--- src/rtl/seq_pkg.sv ---
// Shared state encoding and frame pattern for the 1110 generator and its detectors.
package seq_pkg;

  typedef enum logic [2:0] {
    ST_IDLE = 3'd0,
    ST_S1   = 3'd1,
    ST_S2   = 3'd2,
    ST_S3   = 3'd3,
    ST_S0   = 3'd4,
    ST_GAP  = 3'd5
  } state_e;

  localparam logic [3:0] PAT_1110 = 4'b1110;

  // Frame bit presented in each frame state, MSB of the pattern first.
  function automatic logic pat_bit(state_e st);
    logic b;
    b = 1'b0;
    case (st)
      ST_S1:   b = PAT_1110[3];
      ST_S2:   b = PAT_1110[2];
      ST_S3:   b = PAT_1110[1];
      ST_S0:   b = PAT_1110[0];
      default: b = 1'b0;
    endcase
    return b;
  endfunction

endpackage

--- src/rtl/seq_frame_ctr.sv ---
// Remaining-frame counter: load, saturating decrement, clear, and zero/last flags.
module seq_frame_ctr #(
  parameter int unsigned NFR_W = 4
) (
  input  logic             clk,
  input  logic             rst,
  input  logic             clr,
  input  logic             load,
  input  logic             dec,
  input  logic [NFR_W-1:0] load_val,
  output logic             zero,
  output logic             last
);

  logic [NFR_W-1:0] cnt_q;

  always_ff @(posedge clk) begin
    if (!rst) begin
      cnt_q <= '0;
    end else if (clr) begin
      cnt_q <= '0;
    end else if (load) begin
      cnt_q <= load_val;
    end else if (dec && (cnt_q != '0)) begin
      cnt_q <= cnt_q - NFR_W'(1);
    end
  end

  assign zero = (cnt_q == '0);
  assign last = (cnt_q == NFR_W'(1));

endmodule

--- src/rtl/seq_gen_1110.sv ---
// Serial "1110" frame generator (Moore FSM). Define SEQ_GEN_GAP_EN to insert one
// idle GAP cycle between consecutive frames.
module seq_gen_1110
  import seq_pkg::*;
#(
  parameter int unsigned NFR_W = 4
) (
  input  logic             clk,
  input  logic             rst,
  input  logic             start,
  input  logic [NFR_W-1:0] nframes,
  input  logic             abort,
  output logic             out,
  output logic             valid,
  output logic             busy,
  output logic             done
);

  state_e state_q, state_d;
  logic   done_q, done_d;
  logic   ctr_clr, ctr_load, ctr_dec;
  logic   ctr_zero, ctr_last;

  seq_frame_ctr #(
    .NFR_W(NFR_W)
  ) u_frame_ctr (
    .clk      (clk),
    .rst      (rst),
    .clr      (ctr_clr),
    .load     (ctr_load),
    .dec      (ctr_dec),
    .load_val (nframes),
    .zero     (ctr_zero),
    .last     (ctr_last)
  );

  always_ff @(posedge clk) begin
    if (!rst) begin
      state_q <= ST_IDLE;
      done_q  <= 1'b0;
    end else begin
      state_q <= state_d;
      done_q  <= done_d;
    end
  end

  always_comb begin
    state_d  = state_q;
    done_d   = 1'b0;
    ctr_clr  = 1'b0;
    ctr_load = 1'b0;
    ctr_dec  = 1'b0;
    if (abort) begin
      // Abort wins over everything, including a same-cycle start.
      state_d = ST_IDLE;
      ctr_clr = 1'b1;
    end else begin
      unique case (state_q)
        ST_IDLE: begin
          if (start) begin
            if (nframes != '0) begin
              state_d  = ST_S1;
              ctr_load = 1'b1;
            end else begin
              done_d = 1'b1;
            end
          end
        end
        ST_S1: state_d = ST_S2;
        ST_S2: state_d = ST_S3;
        ST_S3: state_d = ST_S0;
        ST_S0: begin
          ctr_dec = 1'b1;
          if (ctr_last || ctr_zero) begin
            state_d = ST_IDLE;
            done_d  = 1'b1;
          end else begin
`ifdef SEQ_GEN_GAP_EN
            state_d = ST_GAP;
`else
            state_d = ST_S1;
`endif
          end
        end
`ifdef SEQ_GEN_GAP_EN
        ST_GAP: state_d = ST_S1;
`endif
        default: state_d = ST_IDLE;
      endcase
    end
  end

  assign out   = pat_bit(state_q);
  assign valid = (state_q == ST_S1) || (state_q == ST_S2) ||
                 (state_q == ST_S3) || (state_q == ST_S0);
  assign busy  = (state_q != ST_IDLE);
  assign done  = done_q;

endmodule

--- config.mk ---
export PLATFORM = sky130hd
export DESIGN_NAME = seq_gen_1110
export DESIGN_NICKNAME = d
export VERILOG_FILES = /design/src/rtl/seq_pkg.sv /design/src/rtl/seq_frame_ctr.sv /design/src/rtl/seq_gen_1110.sv
export SDC_FILE = /design/constraint.sdc
export NUM_CORES = 1
export LEC_CHECK = 0
export CORE_AREA = 2 2 39 41
export DETAILED_ROUTE_END_ITERATION = 10
export DIE_AREA = 0 0 41 43
export PLACE_DENSITY = 0.68
export RECOVER_POWER = 50
export REMOVE_ABC_BUFFERS = 1
export SKIP_LAST_GASP = 1
export SYNTH_ARGS = -nofsm -noshare
export SYNTH_HDL_FRONTEND = slang
export SYNTH_SLANG_ARGS = --single-unit
--- constraint.sdc ---
create_clock -name clk -period 3 [get_ports clk]
set_clock_uncertainty 0.1 [all_clocks]
set_input_delay 0.75 -clock clk [delete_from_list [all_inputs] [get_ports clk]]
set_output_delay 0.75 -clock clk [all_outputs]
set_load 0.02 [all_outputs]
==> Yosys cells after proc, flatten, opt, wreduce, memory -nomap -nowiden <==
Cells that the tools add are included.
{ "op_classes": {"n_addsub": 1, "mul": 0, "div_mod_pow": 0, "magnitude_cmp": 0, "eq_ne": 7, "shift": 0, "muxes": 18, "n_bitwise": 1, "reduce_logical": 15} }
{ "ops": {"columns": ["op", "n"], "rows": [
  ["$pmux W3 S5", 1],
  ["$mux W1", 12],
  ["$mux W4", 2],
  ["$reduce_bool A4 Y1", 2],
  ["$eq A3 B2 Y1 const B", 2],
  ["$mux W3", 2],
  ["$eq A4 B1 Y1 const B", 1],
  ["$logic_not A4 Y1", 1],
  ["$logic_or A1 B1 Y1", 4],
  ["$ne A2 B2 Y1 const B", 2],
  ["$reduce_or A2 Y1", 2],
  ["$sub A4 B1 Y4 const B", 1],
  ["$eq A3 B1 Y1 const B", 1],
  ["$eq A3 B3 Y1 const B", 1],
  ["$logic_not A3 Y1", 1],
  ["$reduce_bool A3 Y1", 1],
  ["$reduce_or A3 Y1", 1],
  ["$pmux W1 S2", 1],
  ["$reduce_and A2 Y1", 1],
  ["$reduce_bool A2 Y1", 1],
  ["$logic_and A1 B1 Y1", 1],
  ["$not A1 Y1", 1]
]} }
{ "word_totals": {"regBits": 8, "latchBits": 0, "mem_bits_rw": 0, "mem_bits_ro": 0, "out_inout_bits": 4, "n_memories": 0} }

==> Depth between registers and ports, before layout <==
{ "logic_depth": {"word_depth": 6, "ltp_mapped": 5} }

==> Cells and area by module <==
Synthesis repeated with hierarchy kept, for this count alone.
{ "unflattened": {"hier_cells": 61, "hier_area_um2": 515.5} }
{ "by_module_without_submodules": {"columns": ["module", "instances", "cells_each", "area_per_inst_um2"], "rows": [
  ["seq_frame_ctr", 1, 34, 290.3],
  ["seq_gen_1110", 1, 27, 225.2]
]} }

==> Worst setup path before layout <==
OpenSTA, ideal clock, no wires.
{ "synth_path": {"path_kind": "input to register", "startpoint": "input nframes[1]", "endpoint": "register done_q, in the netlist done", "setup_time_ns": 0.100, "arrival_time_ns": 2.005, "setup_slack_ns": 0.795, "path_stages": 3, "path_buffers": 0, "path_cell_list": "or4_4 -> or3b_4 -> a2111oi_4"} }
{ "synth_via": {"elab_chain_len": 4} }
{ "synth_rtl": {"columns": ["element", "line", "text"], "rows": [
  ["start, declared", "seq_gen_1110.sv:11", "input logic [NFR_W-1:0] nframes,"],
  ["$reduce_bool A4 Y1", "seq_gen_1110.sv:61", "if (nframes != '0) begin"],
  ["$mux W1", "seq_gen_1110.sv:61", null],
  ["$mux W1", "seq_gen_1110.sv:60", "if (start) begin"],
  ["$pmux W1 S2", "seq_gen_1110.sv:58", "unique case (state_q)"],
  ["end signal, assigned", "seq_gen_1110.sv:43", "done_q <= done_d;"],
  ["end, declared", "seq_gen_1110.sv:20", "logic done_q, done_d;"]
]} }
Every way passes these cells.
A chain may end at the register's enable or synchronous reset.

==> Worst setup path in the final report <==
{ "layout_path": {"startpoint": "register state_q[1]", "endpoint": "output valid"} }
{ "layout_via": {"elab_chain_len": 4, "word_cells_on_any_way": 7, "classes_between": "4 x eq/ne; 3 x reduce/logical"} }
{ "layout_rtl": {"columns": ["element", "line", "text"], "rows": [
  ["start, declared", "seq_gen_1110.sv:19", "state_e state_q, state_d;"],
  ["start signal, assigned", "seq_gen_1110.sv:42", "state_q <= state_d;"],
  ["$eq A3 B1 Y1 or $eq A3 B2 Y1 (tied branches)", "seq_gen_1110.sv:94", "assign valid = (state_q == ST_S1) || (state_q == ST_S2) ||"],
  ["$logic_or A1 B1 Y1 (2 in series)", "seq_gen_1110.sv:94", null],
  ["$logic_or A1 B1 Y1 *", "seq_gen_1110.sv:95", "(state_q == ST_S3) || (state_q == ST_S0);"],
  ["end, declared", "seq_gen_1110.sv:14", "output logic valid,"]
]} }
Mark *: on every way between the ends. The rest lies on a longest branch, timed or not.

==> flow_summary.json <==
{
  "cts.path.max_buffers": 2,
  "ioPinCount": 12,
  "cts_max_level": 1,
  "firstDrtPassIters": 4,
  "slew_viol_final": 0,
  "period_share": 0.856,
  "ys_ff_latch": 8,
  "synth.distinct_cells": 30,
  "die_w_um": 41,
  "crit_type": "reg2out",
  "n_fill_cell": 133,
  "vias_per_cell": 5.72,
  "gp_congestion": 0.741,
  "stdcell_count": 83,
  "areaGrowthSynthToFinish_pct": 27.0,
  "cts_setup_buffers": 0,
  "syn_inst": 56,
  "synth-seq-area-share": 0.320,
  "finalHoldViolCount": 0,
  "ctsResizeCount": 0,
  "slew_headroom": 0.744,
  "whs_ns": 0.422,
  "die_h_um": 43,
  "grt_setup_unrepaired": "false",
  "vias": 475,
  "start_util": 0.362,
  "globalRouteOverflowTotal": 0,
  "fin_tns_setup_ns": 0,
  "ant_nets": 0,
  "hp-class": "reg2reg",
  "drc_errors": 0,
  "start_kind": "register",
  "fp-row-count": 14,
  "postLayoutCoreUtil": 0.459,
  "final_common_cell": "clkdlybuf4s50_1",
  "maxCapViolCount": 0,
  "final_cell_mix": "clkdlybuf4s50_1, dfxtp_1, nor2_1",
  "multiInputGateArea_um2": 312,
  "wl_per_cell_um": 13.5,
  "port_buffers": 11,
  "dieArea_um2": 1760,
  "end_kind": "output port",
  "numCtsBuffers": 3,
  "clkLatencyLatePin_ns": 0.25,
  "dpl.hpwl_um": 825,
  "diodes": 0,
  "wl_mm": 1.12,
  "p_leak_nw": 0.232,
  "critPathMaxFanout": 8,
  "cts.sinks": 8,
  "drt_iter0_markers": 13,
  "grt_max_degree": 12,
  "finalNetCount": 80,
  "max_freq_ghz": 0.389,
  "total_power_mw": 0.237,
  "crit_required_ns": 2.15,
  "grt_pass1_vias": 434,
  "clk_root_buffer_cell": "clkbuf_4",
  "drive_above_1_share": 0.0746,
  "grt_util_all_layers": 0.151,
  "cts_tree": "done",
  "antenna_found_initial": 0,
  "crit_arrival_ns": 1.72,
  "grt_pass1_wl_mm": 1.84,
  "synthesis.area_um2": 500,
  "tightestPinTransition_ns": 0.385,
  "seqCellArea_um2": 160,
  "finalSetupViolations": 0,
  "placed_cells_incl_taps": 80,
  "core_um2": 1380,
  "clkTransAtPathRegs_ns": 0.06,
  "holdBufCountCts": 0,
  "status": "finished, final reports clean",
  "period_minus_slack_ns": 2.57,
  "syn_area_per_cell_um2": 8.94,
  "ir_worst_vdd_mv": 0.158,
  "ys_warn_count": 0,
  "powerDensity_nw_per_um2": 373
}
[synth_stat cells, drive strengths merged]
| master | count | area (um2) |
|---|---|---|
| a21oi | 3 | 15.0 |
| nor2b | 1 | 6.26 |
| o31ai | 1 | 7.51 |
| a2bb2oi | 3 | 26.3 |
| nand4 | 2 | 12.5 |
| nand2b | 1 | 6.26 |
| or4b | 1 | 10.0 |
| buf | 1 | 5.00 |
| or3b | 1 | 11.3 |
| nor3 | 3 | 15.0 |
| nand3 | 1 | 5.00 |
| a31oi | 2 | 12.5 |
| xnor2 | 3 | 26.3 |
| and3 | 1 | 6.26 |
| clkbuf | 2 | 8.75 |
| o221ai | 1 | 8.76 |
| or3 | 1 | 6.26 |
| o211ai | 1 | 7.51 |
| a2111oi | 1 | 27.5 |
| ha | 3 | 37.5 |
| a21o | 1 | 7.51 |
| nand2 | 2 | 7.51 |
| dfxtp | 8 | 160 |
| inv | 3 | 11.3 |
| o21ai | 2 | 10.0 |
| nor2 | 4 | 15.0 |
| or4 | 2 | 18.8 |
| a221oi | 1 | 8.76 |
[registers in the layout, summed over array words and instances, names as in the netlist]
name and flops:
u_frame_ctr.cnt_q 4, done 1, state_q 3
[per-layer routing]
layer	share of wire	vias to the layer above	wire length [um]	global-route usage
met5	0	-	0	0
met4	0.017	0	19	0.0800
met3	0.013	4	15	0.0157
met2	0.52	5	578	0.228
met1	0.45	231	505	0.200
li1	-	235	-	-
[stage by stage]
stage | cell area (um2) | worst slack, ns
global placement | 617 | 0.334
global route | 636 | 0.318
finish | 636 | 0.431
floorplan | 487 | 0.795
CTS | 639 | 0.442
detailed placement | 617 | 0.309
[worst max-delay path: stages (launching register included)]
cell	delay [ns]
dfxtp_1	0.40
nor2_1	0.30
xnor2_1	0.16
clkdlybuf4s50_1	0.62
[cell type report]
class / count / share of cell area
clock buffers: 3 / 0.0354
multi-input cells: 42 / 0.490
flip-flops and latches: 8 / 0.252
inverters: 3 / 0.0177
well taps: 16 / 0.0315
repair buffers: 11 / 0.173
[path summary, 6_finish.rpt]
kind         slack (ns)              endpoint                 start  depth (start not counted)
min reg2reg        0.42  u_frame_ctr.cnt_q[1]  u_frame_ctr.cnt_q[1]                          2
max                0.43                 valid            state_q[1]                          3
min                0.42  u_frame_ctr.cnt_q[1]  u_frame_ctr.cnt_q[1]                          2
max reg2reg        1.19  u_frame_ctr.cnt_q[3]            state_q[2]                          4
[kinds of logic (layout without fill, tap and decap cells)]
| logic type | Yosys count | after routing | synth area share |
|---|---|---|---|
| AO/OA/AOI/OAI | 16 | 16 | 0.263 |
| XOR/XNOR | 3 | 3 | 0.0525 |
| adder cells (fa/ha/maj) | 3 | 3 | 0.0750 |
| buffers and inverters | 6 | 17 | 0.0500 |
| flip-flops | 8 | 8 | 0.320 |
| AND/OR/NAND/NOR | 20 | 20 | 0.240 |
[report_power, final]
part	switching (mW)	internal, mW	total, mW
Clock	0.0365	0.0458	0.0823
Sequential	0.00393	0.109	0.113
Combinational	0.0201	0.0224	0.0424
Total	0.0605	0.177	0.237
No activity file was read; power rests on OpenSTA's default activity.
